**src/rtl/rsa_pkg.sv**
```systemverilog
// Shared types and defaults for the RSA modular-multiply scheduler.
// RSA_NREQ is the default requester count.
package rsa_pkg;

    localparam int RSA_WIDTH = 128;
    localparam int RSA_NREQ  = 2;

    typedef enum logic [2:0] {
        IDLE,
        MUL_GO,
        MUL_WAIT,
        DIV_GO,
        DIV_WAIT,
        RESP
    } modmul_state_t;

endpackage

```
**src/rtl/rsa_modmul_sched_rr_arbiter.sv**
```systemverilog
// Round-robin arbiter: picks the first asserted request at or after ptr, wrapping.
// Purely combinational; the caller owns the pointer.
module rr_arbiter #(
    parameter int NREQ = 2
) (
    input  logic [NREQ-1:0]         req,
    input  logic [$clog2(NREQ)-1:0] ptr,
    output logic [NREQ-1:0]         winner,
    output logic                    any
);

    // NOTE: every always_comb output gets a default first so no path can infer a latch.
    always_comb begin
        winner = '0;
        any    = 1'b0;
        // Upper segment [ptr, NREQ) has priority, then the wrapped segment [0, ptr).
        for (int i = 0; i < NREQ; i++) begin
            if (!any && req[i] && (i >= int'(ptr))) begin
                winner[i] = 1'b1;
                any       = 1'b1;
            end
        end
        for (int i = 0; i < NREQ; i++) begin
            if (!any && req[i]) begin
                winner[i] = 1'b1;
                any       = 1'b1;
            end
        end
    end

endmodule

```
**src/rtl/rsa_modmul_sched.sv**
```systemverilog
// Shares one sequential multiplier and one divider among NREQ requesters: (a*b) mod n.
// Optional RSA_MODMUL_SKIP_DIV_EN bypasses the divider when the product is already reduced.
module rsa_modmul_sched
    import rsa_pkg::*;
#(
    parameter int WIDTH = RSA_WIDTH,
    parameter int NREQ  = RSA_NREQ
) (
    input  logic                    clk,
    input  logic                    reset,
    input  logic [NREQ-1:0]         req,
    input  logic [NREQ*WIDTH-1:0]   op_a,
    input  logic [NREQ*WIDTH-1:0]   op_b,
    input  logic [NREQ*WIDTH-1:0]   op_n,
    output logic [NREQ-1:0]         gnt,
    output logic [NREQ-1:0]         rsp_valid,
    output logic [WIDTH-1:0]        rsp_data,
    output logic                    rsp_err,
    output logic                    mult_rst_n,
    output logic [WIDTH-1:0]        mult_a,
    output logic [WIDTH-1:0]        mult_b,
    input  logic                    mult_done,
    input  logic [2*WIDTH-1:0]      prod,
    output logic                    div_rst_n,
    output logic [2*WIDTH-1:0]      div_a,
    output logic [WIDTH-1:0]        div_b,
    input  logic                    div_done,
    input  logic [WIDTH-1:0]        rem_in
);

    localparam int PW = $clog2(NREQ);

    modmul_state_t      state, state_next;
    logic [PW-1:0]      ptr, owner, win_idx;
    logic [NREQ-1:0]    win;
    logic               win_any;
    logic [WIDTH-1:0]   a_q, b_q, n_q;
    logic [WIDTH-1:0]   sel_a, sel_b, sel_n;
    logic [2*WIDTH-1:0] prod_q;
    logic               skip_hit;

    rr_arbiter #(.NREQ(NREQ)) u_arb (
        .req    (req),
        .ptr    (ptr),
        .winner (win),
        .any    (win_any)
    );

    always_comb begin
        win_idx = '0;
        sel_a   = '0;
        sel_b   = '0;
        sel_n   = '0;
        for (int i = 0; i < NREQ; i++) begin
            if (win[i]) begin
                win_idx = PW'(i);
                sel_a   = op_a[i*WIDTH +: WIDTH];
                sel_b   = op_b[i*WIDTH +: WIDTH];
                sel_n   = op_n[i*WIDTH +: WIDTH];
            end
        end
    end

`ifdef RSA_MODMUL_SKIP_DIV_EN
    // A product already below n is its own remainder.
    assign skip_hit = (prod[2*WIDTH-1:WIDTH] == '0) && (prod[WIDTH-1:0] < n_q);
`else
    assign skip_hit = 1'b0;
`endif

    // NOTE: synchronous active-high reset; sequential state uses non-blocking assignments only.
    always_ff @(posedge clk) begin
        if (reset) state <= IDLE;
        else       state <= state_next;
    end

    always_comb begin
        state_next = state;
        mult_rst_n = !(reset || (state == MUL_GO && n_q != '0));
        div_rst_n  = !(reset || state == DIV_GO);
        rsp_valid  = (state == RESP && !reset) ? gnt : '0;
        unique case (state)
            IDLE:     if (win_any) state_next = MUL_GO;
            MUL_GO:   state_next = (n_q == '0) ? RESP : MUL_WAIT;
            MUL_WAIT: if (mult_done) state_next = skip_hit ? RESP : DIV_GO;
            DIV_GO:   state_next = DIV_WAIT;
            DIV_WAIT: if (div_done) state_next = RESP;
            RESP:     state_next = IDLE;
            default:  state_next = IDLE;
        endcase
    end

    always_ff @(posedge clk) begin
        if (reset) begin
            ptr      <= '0;
            owner    <= '0;
            gnt      <= '0;
            a_q      <= '0;
            b_q      <= '0;
            n_q      <= '0;
            prod_q   <= '0;
            rsp_data <= '0;
            rsp_err  <= 1'b0;
        end else begin
            unique case (state)
                IDLE: if (win_any) begin
                    gnt      <= win;
                    owner    <= win_idx;
                    a_q      <= sel_a;
                    b_q      <= sel_b;
                    n_q      <= sel_n;
                    rsp_data <= '0;
                    rsp_err  <= 1'b0;
                end
                MUL_GO: if (n_q == '0) rsp_err <= 1'b1;
                MUL_WAIT: if (mult_done) begin
                    prod_q <= prod;
                    if (skip_hit) rsp_data <= prod[WIDTH-1:0];
                end
                DIV_WAIT: if (div_done) rsp_data <= rem_in;
                RESP: begin
                    gnt     <= '0;
                    rsp_err <= 1'b0;
                    ptr     <= (owner == PW'(NREQ - 1)) ? '0 : owner + PW'(1);
                end
                default: ;
            endcase
        end
    end

    assign mult_a = a_q;
    assign mult_b = b_q;
    assign div_a  = prod_q;
    assign div_b  = n_q;

endmodule

```
**config.mk**
```make
export PLATFORM = sky130hd
export DESIGN_NAME = rsa_modmul_sched
export DESIGN_NICKNAME = d
export VERILOG_FILES = /design/src/rtl/rsa_pkg.sv /design/src/rtl/rsa_modmul_sched_rr_arbiter.sv /design/src/rtl/rsa_modmul_sched.sv
export SDC_FILE = /design/constraint.sdc
export NUM_CORES = 2
export LEC_CHECK = 0
export ABC_CLOCK_PERIOD_IN_PS = 2600
export CAP_MARGIN = 20
export CORE_AREA = 5 5 757 759
export DETAILED_ROUTE_END_ITERATION = 8
export DIE_AREA = 0 0 762 764
export PLACE_DENSITY = 0.3
export SLEW_MARGIN = 20
export SYNTH_ARGS = -nofsm -noshare
export SYNTH_HDL_FRONTEND = slang
export SYNTH_SLANG_ARGS = --single-unit
export TNS_END_PERCENT = 20
```
**constraint.sdc**
```tcl
create_clock -name clk -period 2.6 [get_ports clk]
set_input_delay 0.65 -clock clk [delete_from_list [all_inputs] [get_ports clk]]
set_output_delay 0.65 -clock clk [all_outputs]
set_load 0.1 [all_outputs]
```
# Word level (Yosys, flattened, before mapping)
# Index checks and enable logic that the tools add are counted.
dict set report word_totals {
  regBits 776
  in_bits 1158
}
dict set report op_classes {
  magnitude_cmp 1
  muxes 29
  eq_ne 9
  n_reduce_logical 26
  add_sub_neg 1
}
# cell count
set op_table {}
lappend op_table {{2-to-1 mux 128 bit} 8}
lappend op_table {{case mux 128 bit (2 select lines)} 1}
lappend op_table {{zero test 128 bit} 1}
lappend op_table {{nonzero test 128 bit} 1}
lappend op_table {{case mux 3 bit (5 select lines)} 1}
lappend op_table {{2-to-1 mux 3 bit} 4}
lappend op_table {{2-to-1 mux 1 bit} 11}
lappend op_table {{AND reduction 3 bit} 3}
lappend op_table {{== test 3 x 2 -> 1 bit, second input constant} 2}
lappend op_table {{== test 3 bit, second input constant} 2}
lappend op_table {{logical AND 1 bit} 6}
lappend op_table {{zero test 1 bit} 6}
lappend op_table {{AND reduction 2 bit} 3}
lappend op_table {{2-to-1 mux 2 bit} 2}
lappend op_table {{inequality test 2 x 1 -> 1 bit, second input constant} 2}
lappend op_table {{inequality test 2 bit, second input constant} 2}
lappend op_table {{case mux 2 bit (2 select lines)} 1}
lappend op_table {{nonzero test 2 bit} 2}
lappend op_table {{== test 3 x 1 -> 1 bit, second input constant} 1}
lappend op_table {{zero test 3 bit} 1}
lappend op_table {{case mux 1 bit (3 select lines)} 1}
lappend op_table {{nonzero test 3 bit} 1}
lappend op_table {{logical OR 1 bit} 2}
lappend op_table {{adder 1 bit, second input constant} 1}
lappend op_table {{greater-or-equal comparator 1 bit, first input constant} 1}

# Logic depth before layout (Yosys ltp)
dict set report logic_depth {
  depth_word 14
  mapped_depth 9
  ltp_nobuf 5
}

# By module
# From an unflattened synthesis, not the netlist that was laid out.
dict set report hier_totals {
  hier_cells 3532
  hier_area_um2 29343.1
}
# mod cells_each area_per_inst_um2 instances
set modules_own_cells {}
lappend modules_own_cells {rsa_modmul_sched 3528 29318.1 1}
lappend modules_own_cells {rr_arbiter 4 25.0 1}

# Worst setup path after synthesis
# No wires, ideal clock.
dict set report synth_path {
  path_kind {flip-flop to output port}
  start {reg n_q[69] (netlist: div_b[69])}
  end {out mult_rst_n}
  path_buffers 0
  stages_incl_launch_ff 6
  path_slack_ps -1230
  arrival_ps 3180
  path_cell_list {dfxtp_1 -> nor4_1 -> nand4_1 -> nor4_1 -> nand2_1 -> a31oi_1}
}
dict set report synth_between {
  elab_chain_len 4
}
# item line_no
set synth_lines {}
lappend synth_lines {{from (decl)} rsa_modmul_sched.sv:37} ;# logic [WIDTH-1:0] a_q, b_q, n_q;
lappend synth_lines {{from (signal assigned)} rsa_modmul_sched.sv:111} ;# n_q <= sel_n;
lappend synth_lines {{nonzero test 128 bit} rsa_modmul_sched.sv:79} ;# mult_rst_n = !(reset || (state == MUL_GO && n_q != '0));
lappend synth_lines {{logical AND 1 bit} rsa_modmul_sched.sv:79}
lappend synth_lines {{logical OR 1 bit} rsa_modmul_sched.sv:79}
lappend synth_lines {{zero test 1 bit} rsa_modmul_sched.sv:79}
lappend synth_lines {{to (decl)} rsa_modmul_sched.sv:19} ;# output logic mult_rst_n,
# Every way passes these cells.

# Worst setup path after layout
dict set report layout_path {
  start {reg n_q[110] (netlist: div_b[110])}
  end {out mult_rst_n}
}
# The elaborated chain is that of the path after synthesis.

==> metrics.md <==
| Metric | Value |
|---|---|
| Worst r2r path cells | `8` |
| Top-area cell type share of the netlist area | `0.5412` |
| Flops & latches, synth | `776` |
| WHS | `0.3001 ns` |
| Final WS setup | `-0.9454 ns` |
| Synth Net Count | `4515` |
| Max rail drop VDD | `548.6 uV` |
| Final WL | `394600 um` |
| Initial Util | `0.05068` |
| Final setup skew | `0.05976 ns` |
| Clock buffer depth | `4` |
| Hold Violations, Final | `0` |
| Final antenna-violating net count | `0` |
| Die outline height | `764 um` |
| Netlist Area Pre-Place | `28700 um^2` |
| Unrepaired setup endpoints after global routing | `yes` |
| Hold crit path type | `in -> reg` |
| Dominant cell type by area after synthesis | `dfxtp_1` |
| Ys async rst share | `0` |
| Vias per cell | `2.846` |
| Drt drc | `0` |
| DRT iter0 DRCs | `3133` |
| Sequential area share after synthesis | `0.5412` |
| Comb power frac | `0.452` |
| Setup crit end kind | `output pin` |
| Vias | `37230` |
| Grt ovf | `0` |
| Crit-path max FO | `2` |
| CTS tree | `built` |
| P_sw | `27.03 mW` |
| EDFF count, synth | `0` |
| Sequential share of power | `0.262` |
| Final core utilization | `0.1088` |
| Largest net degree at the start of global routing | `88` |
| Final setup viols | `1` |
| First-pass iteration count of the detailed router | `9` |
| Clock slew at reported path FFs | `0.07 ns` |
| PwrDens | `915.1 nW/um^2` |
| WS Path Type | `reg -> out` |
| Mapped Cells | `3357` |
| Clock latency on the worst-skew pair | `0.87 ns` |
| Int Pwr | `29.33 mW` |
| Slew headroom | `0.5464` |
| Max-cap violations | `0` |
| Vias in the first global route | `36520` |
| PortBufs | `1932` |
| Total track usage | `0.1291` |
| Fmax | `282.1 MHz` |
| Cts bufs inserted | `114` |
| Violated checks | `setup timing` |
| Placeable Area | `566300 um^2` |
| Setup TNS | `-0.9454 ns` |
| DIE WIDTH | `762 um` |
| Status | `finished, violations left` |
| Drt wl/cell | `30.17 um` |
| CTS Sinks | `776` |
| Largest cells by area after synthesis | `dfxtp_1 54%, nand2_1 8.4%, a221oi_1 7.0%` |
| Die area | `582200 um^2` |
| Avg Cell Area, Syn | `8.550 um^2` |
| Most common cell after layout, fill and taps aside | `clkdlybuf4s50_1` |
| Initial antenna violation count | `295` |
| Worst Tran Pin Value | `0.6804 ns` |
| Top FF cell, synth | `dfxtp_1` |
| I/O pin total | `1933` |
| Final period util | `1.364` |
| CP required | `1.95 ns` |
| First-pass GRT wire length | `477700 um` |
| LEAKAGE | `21.49 nW` |
| Post-DP HPWL | `345800 um` |
| Synth unique cells | `33` |
| Clk root buf | `clkbuf_16` |
| Routability Congestion | `0.8720` |
| Ys Warns | `0` |
| Clock group share of total power | `0.286` |
| Row count | `277` |
| Final Critical Period | `3.545 ns` |
| Place WS | `-0.4499 ns` |
| H-tree depth | `3` |
| Area growth syn-to-layout | `114.6%` |
| Startpoint types | `register` |
| Switching share of power | `0.4796` |
| Final net count | `6518` |
| CP arrival | `2.90 ns` |
| Slew Limit Fails | `0` |
| Commonest cells after routing, fill and taps aside | `1156 x clkdlybuf4s50_1, 972 x buf_4, 707 x dfxtp_1` |
| Layout cells sized above 1 | `0.2484` |
| Hold depth | `3` |
==> synthesized netlist by cell type (17+ instances only) <==
| library cell | number |
|---|---|
| a221oi_1 | 228 |
| nand2_1 | 645 |
| dfxtp_1 | 776 |
| nand3_1 | 130 |
| nor2_1 | 394 |
| nor4_1 | 34 |
| nor3_1 | 228 |
| buf_2 | 103 |
| a222oi_1 | 156 |
| buf_1 | 17 |
| a21oi_1 | 391 |
| clkbuf_1 | 207 |
==> logic make-up (layout without fill, tap and decap cells) <==
logic type             count (synthesis)  after routing  share of synthesized area
other                                  0            105                          0
flip-flops                           776            776                     0.5412
AND/OR/NAND/NOR                     1451           1451                     0.2103
AO/OA/AOI/OAI                        786            786                     0.1950
buffers and inverters                344           2429                    0.05340
==> per-layer routing <==
layer | track usage | routed length [um]
met1 | 0.1595 | 166800
met3 | 0.06158 | 43260
met4 | 0.04033 | 15250
met5 | 0 | 1081
met2 | 0.1970 | 168200
==> registers in the layout (all words and copies together), names as in the netlist <==
name	cells
div_a	256
div_b	128
mult_a	128
mult_b	128
rsp_data	128
state	3
gnt	2
owner	1
ptr	1
rsp_err	1
==> power groups by stage <==
| stage | sequential [mW] | clock [mW] | combinational (mW) |
|---|---|---|---|
| 3_3_place_gp | 14.9 | 0 | 25.9 |
| 2_1_floorplan | 25.2 | 0 | 4.64 |
| 5_1_grt | 14.9 | 17.3 | 26.6 |
| 4_1_cts | 14.7 | 17.0 | 26.0 |
| 6_report | 14.8 | 16.1 | 25.5 |
| 3_5_place_dp | 14.9 | 0 | 25.8 |
==> final timing paths <==
kind	from	endpoint	slack [ns]
min	reset	rsp_data[5]$_SDFFE_PP0P_	0.30
max	div_b[110]$_SDFFE_PP0P_	mult_rst_n	-0.95
max reg2reg	state[2]$_SDFFE_PP0P_	div_b[88]$_SDFFE_PP0P_	0.11
min reg2reg	div_a[94]$_SDFFE_PP0P_	div_a[94]$_SDFFE_PP0P_	0.45
==> repair_timing <==
action,4_1_cts,5_1_grt
resized for setup,62,11
hold buffers,0,0
gates cloned,0,0
pin swaps,7,4
endpoints found under the setup margin,32,5
setup buffers,8,1
==> metrics by stage <==
stage / total power, mW / cell area [um^2] / cells
after floorplan: 29.87 / 28800 / 3357
after global placement: 40.80 / 57280 / 12770
after detailed placement: 40.72 / 57280 / 12770
after CTS: 57.69 / 61260 / 12970
after global routing: 58.78 / 61490 / 13040
final: 56.37 / 61590 / 13080
==> critical path, cell delays in order (launching register included) <==
cell and delay, ns:
dfxtp_2 0.32, nor4_1 0.36, nand4_1 0.34, nor4_2 0.32, buf_4 0.20, nand2_4 0.06, a31oi_4 0.19, buf_12 0.20
==> final cells by class <==
class,instances,area (um^2)
fillers,65600,504700
repair buffers,2229,20680
flip-flops and latches,776,15620
multi-input cells,2237,11910
well taps,7533,9425
clock buffers,163,3297
clock inverters,35,386.6
diodes,105,262.8
inverters,2,7.507
No activity file was read; power rests on OpenSTA's default activity.
